--- config.mk ---
export PLATFORM = sky130hd
export DESIGN_NAME = zx8x_tape_player_flat
export DESIGN_NICKNAME = d
export VERILOG_FILES = /design/src/rtl/zx8x_tape_player_if.sv /design/src/rtl/zx8x_tape_player.sv /design/src/flat_wrapper.sv
export SDC_FILE = /design/constraint.sdc
export NUM_CORES = 1
export LEC_CHECK = 0
export CORE_UTILIZATION = 40
export CTS_CLUSTER_DIAMETER = 150
export DETAILED_ROUTE_END_ITERATION = 10
export PLACE_DENSITY_LB_ADDON = 0.3
export SLEW_MARGIN = 20
export SYNTH_ARGS = -nofsm -noshare
export SYNTH_HDL_FRONTEND = slang
export SYNTH_SLANG_ARGS = --single-unit
export TNS_END_PERCENT = 5
--- constraint.sdc ---
create_clock -name clk_sys -period 2.8 [get_ports clk_sys]
set_input_delay 0.56 -clock clk_sys [delete_from_list [all_inputs] [get_ports clk_sys]]
set_output_delay 0.56 -clock clk_sys [all_outputs]
set_load 0.005 [all_outputs]
--- src/rtl/zx8x_tape_player_if.sv ---
// Control and tape-buffer signals of the ZX80/ZX81 cassette playback engine.
// The master side is the host plus the tape buffer RAM; the slave side is the player.
interface zx8x_tape_player_if;
   logic        start;
   logic        stop;
   logic        pause;
   logic        zx81;
   logic [13:0] len;
   logic [13:0] rd_addr;
   logic [7:0]  rd_data;
   logic        tape_out;
   logic        busy;
   logic        done;

   modport master (
      output start, stop, pause, zx81, len, rd_data,
      input  rd_addr, tape_out, busy, done
   );

   modport slave (
      input  start, stop, pause, zx81, len, rd_data,
      output rd_addr, tape_out, busy, done
   );
endinterface

--- src/rtl/zx8x_tape_player.sv ---
// Real-time ZX80/ZX81 cassette playback: regenerates the ROM SAVE waveform
// (pulse bursts per bit, silence gaps) from a tape image held in a registered RAM.
module zx8x_tape_player #(
   parameter int unsigned PULSE_HI_CYC = 7800,
   parameter int unsigned PULSE_LO_CYC = 7800,
   parameter int unsigned GAP_CYC      = 67600,
   parameter int unsigned LEADER_CYC   = 26000000,
   parameter int unsigned CNT_W        = 25
) (
   input logic               clk_sys,
   input logic               reset,
   zx8x_tape_player_if.slave bus
);

   typedef enum logic [2:0] {
      StIdle, StLeader, StFetch, StLatch, StPulseH, StPulseL, StGap, StFinish
   } state_e;

   localparam logic [CNT_W-1:0] HiLoad     = CNT_W'(PULSE_HI_CYC - 1);
   localparam logic [CNT_W-1:0] LoLoad     = CNT_W'(PULSE_LO_CYC - 1);
   localparam logic [CNT_W-1:0] GapLoad    = CNT_W'(GAP_CYC - 1);
   localparam logic [CNT_W-1:0] LeaderLoad = CNT_W'(LEADER_CYC - 1);

   state_e           state_q, state_d;
   logic [CNT_W-1:0] cnt_q, cnt_d;
   logic [13:0]      idx_q, idx_d;
   logic [13:0]      len_q, len_d;
   logic [13:0]      rd_addr_q, rd_addr_d;
   logic             zx81_q, zx81_d;
   logic             name_sent_q, name_sent_d;
   logic [7:0]       shreg_q, shreg_d;
   logic [2:0]       bit_q, bit_d;
   logic [3:0]       pulse_q, pulse_d;
   logic             byte_sel;
   logic             cnt_zero;

   assign cnt_zero = (cnt_q == '0);

   // Next-state logic: stop beats pause, pause freezes everything.
   always_comb begin
      state_d     = state_q;
      cnt_d       = cnt_q;
      idx_d       = idx_q;
      len_d       = len_q;
      rd_addr_d   = rd_addr_q;
      zx81_d      = zx81_q;
      name_sent_d = name_sent_q;
      shreg_d     = shreg_q;
      bit_d       = bit_q;
      pulse_d     = pulse_q;
      byte_sel    = 1'b0;

      if (bus.stop) begin
         state_d = StIdle;
      end else if (!bus.pause) begin
         unique case (state_q)
            StIdle: begin
               if (bus.start) begin
                  zx81_d      = bus.zx81;
                  len_d       = bus.len;
                  idx_d       = '0;
                  name_sent_d = 1'b0;
                  cnt_d       = LeaderLoad;
                  state_d     = StLeader;
               end
            end
            StLeader: begin
               if (cnt_zero) byte_sel = 1'b1;
               else          cnt_d    = cnt_q - 1'b1;
            end
            StFetch: begin
               state_d = StLatch;
            end
            StLatch: begin
               shreg_d = bus.rd_data;
               idx_d   = idx_q + 14'd1;
               bit_d   = 3'd7;
               pulse_d = bus.rd_data[7] ? 4'd9 : 4'd4;
               cnt_d   = HiLoad;
               state_d = StPulseH;
            end
            StPulseH: begin
               if (cnt_zero) begin
                  cnt_d   = LoLoad;
                  state_d = StPulseL;
               end else begin
                  cnt_d = cnt_q - 1'b1;
               end
            end
            StPulseL: begin
               if (!cnt_zero) begin
                  cnt_d = cnt_q - 1'b1;
               end else if (pulse_q > 4'd1) begin
                  pulse_d = pulse_q - 4'd1;
                  cnt_d   = HiLoad;
                  state_d = StPulseH;
               end else begin
                  cnt_d   = GapLoad;
                  state_d = StGap;
               end
            end
            StGap: begin
               if (!cnt_zero) begin
                  cnt_d = cnt_q - 1'b1;
               end else if (bit_q != 3'd0) begin
                  bit_d   = bit_q - 3'd1;
                  shreg_d = {shreg_q[6:0], 1'b0};
                  pulse_d = shreg_q[6] ? 4'd9 : 4'd4;
                  cnt_d   = HiLoad;
                  state_d = StPulseH;
               end else begin
                  byte_sel = 1'b1;
               end
            end
            StFinish: begin
               state_d = StIdle;
            end
            default: state_d = StIdle;
         endcase

         // Next-byte selection: synthetic name byte first, then buffer bytes.
         if (byte_sel) begin
            if (zx81_q && !name_sent_q) begin
               shreg_d     = 8'h80;
               name_sent_d = 1'b1;
               bit_d       = 3'd7;
               pulse_d     = 4'd9;
               cnt_d       = HiLoad;
               state_d     = StPulseH;
            end else if (idx_q < len_q) begin
               // Address is presented on entry to FETCH so the registered RAM
               // returns the byte in LATCH.
               rd_addr_d = idx_q;
               state_d   = StFetch;
            end else begin
               state_d = StFinish;
            end
         end
      end
   end

   // State and datapath registers.
   always_ff @(posedge clk_sys) begin
      if (reset) begin
         state_q     <= StIdle;
         cnt_q       <= '0;
         idx_q       <= '0;
         len_q       <= '0;
         rd_addr_q   <= '0;
         zx81_q      <= 1'b0;
         name_sent_q <= 1'b0;
         shreg_q     <= '0;
         bit_q       <= '0;
         pulse_q     <= '0;
      end else begin
         state_q     <= state_d;
         cnt_q       <= cnt_d;
         idx_q       <= idx_d;
         len_q       <= len_d;
         rd_addr_q   <= rd_addr_d;
         zx81_q      <= zx81_d;
         name_sent_q <= name_sent_d;
         shreg_q     <= shreg_d;
         bit_q       <= bit_d;
         pulse_q     <= pulse_d;
      end
   end

   assign bus.tape_out = (state_q == StPulseH);
   assign bus.busy     = (state_q != StIdle);
   // Held off while paused or stopped so the strobe fires exactly once, never on abort.
   assign bus.done     = (state_q == StFinish) && !bus.pause && !bus.stop;
   assign bus.rd_addr  = rd_addr_q;

endmodule
--- src/flat_wrapper.sv ---
// flat-port wrapper written by rule: the top's interface ports become plain ports
module zx8x_tape_player_flat 
#(
   parameter int unsigned PULSE_HI_CYC = 7800,
   parameter int unsigned PULSE_LO_CYC = 7800,
   parameter int unsigned GAP_CYC      = 67600,
   parameter int unsigned LEADER_CYC   = 26000000,
   parameter int unsigned CNT_W        = 25
)
  (clk_sys, reset, bus_start, bus_stop, bus_pause, bus_zx81, bus_len, bus_rd_data, bus_rd_addr, bus_tape_out, bus_busy, bus_done);
  zx8x_tape_player_if bus_i ();
  input logic clk_sys;
  input logic reset;
  input wire logic [$bits(bus_i.start)-1:0] bus_start;
  input wire logic [$bits(bus_i.stop)-1:0] bus_stop;
  input wire logic [$bits(bus_i.pause)-1:0] bus_pause;
  input wire logic [$bits(bus_i.zx81)-1:0] bus_zx81;
  input wire logic [$bits(bus_i.len)-1:0] bus_len;
  input wire logic [$bits(bus_i.rd_data)-1:0] bus_rd_data;
  output wire logic [$bits(bus_i.rd_addr)-1:0] bus_rd_addr;
  output wire logic [$bits(bus_i.tape_out)-1:0] bus_tape_out;
  output wire logic [$bits(bus_i.busy)-1:0] bus_busy;
  output wire logic [$bits(bus_i.done)-1:0] bus_done;
  assign bus_i.start = bus_start;
  assign bus_i.stop = bus_stop;
  assign bus_i.pause = bus_pause;
  assign bus_i.zx81 = bus_zx81;
  assign bus_i.len = bus_len;
  assign bus_i.rd_data = bus_rd_data;
  assign bus_rd_addr = bus_i.rd_addr;
  assign bus_tape_out = bus_i.tape_out;
  assign bus_busy = bus_i.busy;
  assign bus_done = bus_i.done;
  zx8x_tape_player #(.PULSE_HI_CYC(PULSE_HI_CYC), .PULSE_LO_CYC(PULSE_LO_CYC), .GAP_CYC(GAP_CYC), .LEADER_CYC(LEADER_CYC), .CNT_W(CNT_W)) u_core (.clk_sys(clk_sys), .reset(reset), .bus(bus_i));
endmodule
Yosys cells after proc, flatten, opt, wreduce, memory -nomap -nowiden:

Index checks and enable logic that the tools add are counted.

* add/subtract/negate cells: 4
* $lt $le $gt $ge: 2
* eq/ne operators: 13
* muxes and demuxes: 51
* bitwise gates (word level): 3
* reduce and logical (&&, ||, !) cells: 18

Operator list (number)
* $mux 25: 8
* $pmux 25 s6: 1
* $mux 3: 12
* $mux 4: 8
* $mux 8: 4
* $pmux 14 s2: 1
* $logic_not 25->1: 1
* $sub 25x1->25 const B: 1
* $pmux 3 s7: 1
* $mux 17: 1
* $pmux 8 s2: 1
* $add 14x1->14 const B: 1
* $lt 14x14->1: 1
* $mux 14: 1
* $eq 3x3->1 const B: 4
* $ne 3x1->1 const B: 4
* $pmux 4 s3: 1
* $mux 1: 9
* $reduce_and 4->1: 2
* $reduce_bool 8->1: 1
* $reduce_and 7->1: 1
* $eq 3x2->1 const B: 2
* $pmux 3 s2: 1
* $reduce_bool 3->1: 2
* 16 further kinds: 22

* register bits: 87
* logic and storage cells: 101

Longest topological paths before layout:

* depth after elaboration: 8
* mapped depth: 11
* depth with buffers taken out: 10

Least setup slack after synthesis:

OpenSTA, ideal clock, no wires.

* kind: register to register
* from: register u_core.cnt_q[9]
* to: register u_core.cnt_q[22]
* library setup time: 0.122 ns
* arrival time: 2.392 ns
* slack: 0.286 ns
* cell stages (with the launch flop): 9
* clock period less this slack: 2.514 ns
* path through: dfxtp_1 -> or4_1 -> buf_2 -> or4_4 -> buf_6 -> nor4b_4 -> nand3_1 -> and3_1 -> a221o_1

* longest elaborated chain between the ends: 6

Ends and longest elaborated chain
* start, declared: RTL line zx8x_tape_player.sv:25 `logic [CNT_W-1:0] cnt_q, cnt_d;`
* start signal, assigned: RTL line zx8x_tape_player.sv:157 `cnt_q <= cnt_d;`
* parallel branches: the longest is 5 deep, another holds $sub 25x1->25
* $mux 25 (*): RTL line zx8x_tape_player.sv:122 `if (byte_sel) begin`

Every way passes the cells marked *. The select of a mux whose other input is x is not followed.
A chain may end at the register's enable or synchronous reset.

Final worst setup path:

* from: input bus_stop
* to: output bus_done

* longest elaborated chain between the ends: 2

Ends and longest elaborated chain
* start, declared: RTL line flat_wrapper.sv:15 `input wire logic [$bits(bus_i.stop)-1:0] bus_stop;`
* $logic_not 1->1: RTL line zx8x_tape_player.sv:172 `assign bus.done = (state_q == StFinish) && !bus.pause && !bus.stop;`
* $logic_and 1x1->1: RTL line zx8x_tape_player.sv:172
* end, declared: RTL line flat_wrapper.sv:23 `output wire logic [$bits(bus_i.done)-1:0] bus_done;`

Every way passes these cells.

==> impl_metrics.tcl <==
set metrics [dict create \
    gp_congestion 0.920 \
    antenna_found_initial 0 \
    hold_viol_final 0 \
    clock_sinks 86 \
    cts_max_level 3 \
    cts_max_path_buffers 2 \
    port_buffers 44 \
    syn_to_final_growth_pct 24.4 \
    crit_type "input pin to output port" \
    grt_max_degree 38 \
    grt_pass1_vias 5032 \
    min_period_over_period 0.943 \
    hp-class "flop to flop" \
    rrSetupSlack_ps 180 \
    cp_max_fo 4 \
    ios 45 \
    drtAntennaViolNets 0 \
    syn-num-nets 734 \
    die_y_um 116 \
    rsz0062_at_grt "false" \
    place_ws_ps 83.1 \
    initial_utilization 0.409 \
    drc 0 \
    critPathCaptureType "output port" \
    cts_tree "built" \
    fin_ws_ps 160 \
    setup_viol 0 \
    finalMaxSlewViolations 0 \
    synth_edf_count 0 \
    worst_slew_pin_slew_ps 643 \
    fin_skew_ps 11.0 \
    wl_um 15900 \
    slew-limit-headroom 0.567 \
    async_reset_ff_frac 0 \
    yosysWarnings 0 \
    powerDensity_nw_per_um2 498 \
    cap_violations 0 \
    dieArea_um2 13400 \
    ys_ff_latch 86 \
    via_count 5479 \
    drt_iter0_drc 661 \
    p_total_w 0.00320 \
    drt_pass1_iterations 7 \
    clkTransAtPathRegs_ps 60 \
    netlist_area_um2 5170 \
    dieWidth_um 116 \
    synth-seq-area-share 0.333 \
    p_leak_nw 2.41 \
    cts_root_buf "clkbuf_16" \
    ys.flop_type "dfxtp_1" \
    arrival_ps 2080 \
    floorplan.rows 41 \
    fp.coreArea_um2 12600 \
    post_cts.repair.setup_buffers 0 \
    drive_gt1_frac 0.128 \
    grt_pass1_wl_um 25400 \
    clkLatencyLatePin_ps 360 \
    via_per_inst 5.83 \
    status "complete, no violations" \
    period_needed_ps 2640 \
    start_kind "input pin" \
    setup_tns_ps 0 \
    max_freq_ghz 0.379 \
    nNetsFinal 811 \
    synthCells 685 \
    cp.required_ps 2240 \
    ir_worst_vdd_uv 397 \
    hold_ws_ps 453 \
    avgSynthCellArea_um2 7.54 \
    fill_cells 1234 \
    antenna_cells 0 \
    dp_hpwl_um 11700 \
    cts_hold_buffers 0 \
    wl_per_cell_um 16.9 \
    track_usage 0.247 \
    netlist-cell-type-count 64 \
    cts_buffers 9 \
    grt_remaining_overflow 0 \
]
worst max-delay path, stage by stage:
cell,delay (ps)
clkdlybuf4s50_1,490
or2_2,360
nor2_1,120
clkdlybuf4s50_1,540
cell families (layout without fill, tap and decap cells):
group                    after synthesis  in the layout  share of synthesized area
buffers and inverters                 64            146                     0.0504
AND/OR/NAND/NOR                      301            301                      0.291
XOR/XNOR                              14             14                     0.0237
flip-flops                            86             86                      0.333
multiplexers                          16             16                     0.0312
adder cells (fa/ha/maj)               21             21                     0.0508
AO/OA/AOI/OAI                        183            183                      0.220
cells in the final DEF (no fill, tap or decap), types with 12 or more instances in the layout:
master / netlist / layout
nor4_1: 14 / 14
inv_1: 24 / 24
clkdlybuf4s50_1: 0 / 43
nand2_1: 72 / 72
nand3_1: 17 / 17
buf_4: 0 / 61
a21oi_1: 59 / 59
o21ai_0: 42 / 42
dfxtp_1: 86 / 85
and3_1: 13 / 13
ha_1: 21 / 21
a211oi_1: 12 / 12
mux2i_1: 15 / 15
nor3_1: 28 / 28
nor2_1: 95 / 95
a31oi_1: 12 / 12
registers in the layout, indices dropped and copies added (netlist names):
signal and flops:
u_core.len_q 14, u_core.idx_q 14, u_core.shreg_q 7, u_core.state_q 3, u_core.bit_q 3, u_core.pulse_q 4, u_core.zx81_q 1, u_core.cnt_q 25
u_core.bus.rd_addr 14, u_core.name_sent_q 1
power breakdown:
group | leakage, nW | internal, W | total [W] | switching, W
logic | 1.57 | 0.000282 | 0.000698 | 0.000416
clock network | 0.149 | 0.000634 | 0.00123 | 0.000593
registers | 0.696 | 0.00125 | 0.00128 | 0.0000285
final timing paths:
| kind | start | to | cells past startpoint |
|---|---|---|---|
| worst max-delay path | bus_stop | bus_done | 4 |
| worst min-delay path | u_core.name_sent_q | u_core.name_sent_q | 2 |
| worst max register to register | u_core.cnt_q[1] | u_core.cnt_q[22] | 8 |
| worst min register to register | u_core.name_sent_q | u_core.name_sent_q | 2 |
routing by layer:
layer  vias to the layer above  global-route usage  routed length (um)
met5                         -                   0                   0
met4                         0               0.114                 483
met3                        43              0.0523                1340
met2                       264               0.399                7160
met1                      2535               0.315                6870
li1                       2637                   -                   -
layout make-up:
type	count	area, um2	share of cell area
multi-input cells	535	3190	0.496
well taps	172	215	0.0335
inverters	24	90.1	0.0140
clock buffers	9	225	0.0350
flip-flops and latches	86	1720	0.268
repair buffers	106	913	0.142
clock inverters	7	76.3	0.0119
stage by stage:
step,std cells,instance area (um2),util
global placement,923,6130,0.485
global route,939,6430,0.509
finish,939,6430,0.509
floorplan,685,5170,-
detailed placement,923,6130,0.485
CTS,939,6430,0.509
Yosys cell counts (13+ instances only):
| cell | count | area share |
|---|---|---|
| dfxtp_1 | 86 | 0.33 |
| nor3_1 | 28 | 0.027 |
| inv_1 | 24 | 0.017 |
| and3_1 | 13 | 0.016 |
| a21oi_1 | 59 | 0.057 |
| nand2_1 | 72 | 0.052 |
| ha_1 | 21 | 0.051 |
| nor2_1 | 95 | 0.069 |
| nand3_1 | 17 | 0.016 |
| mux2i_1 | 15 | 0.029 |
| o21ai_0 | 42 | 0.041 |
| nor4_1 | 14 | 0.017 |
| clkbuf_1 | 33 | 0.024 |
what timing repair did:
item / CTS / global route
setup endpoints to repair: 0 / 1
resized for setup: 0 / 1
hold endpoints to repair: 0 / 0
(Power assumes the default switching activity.)
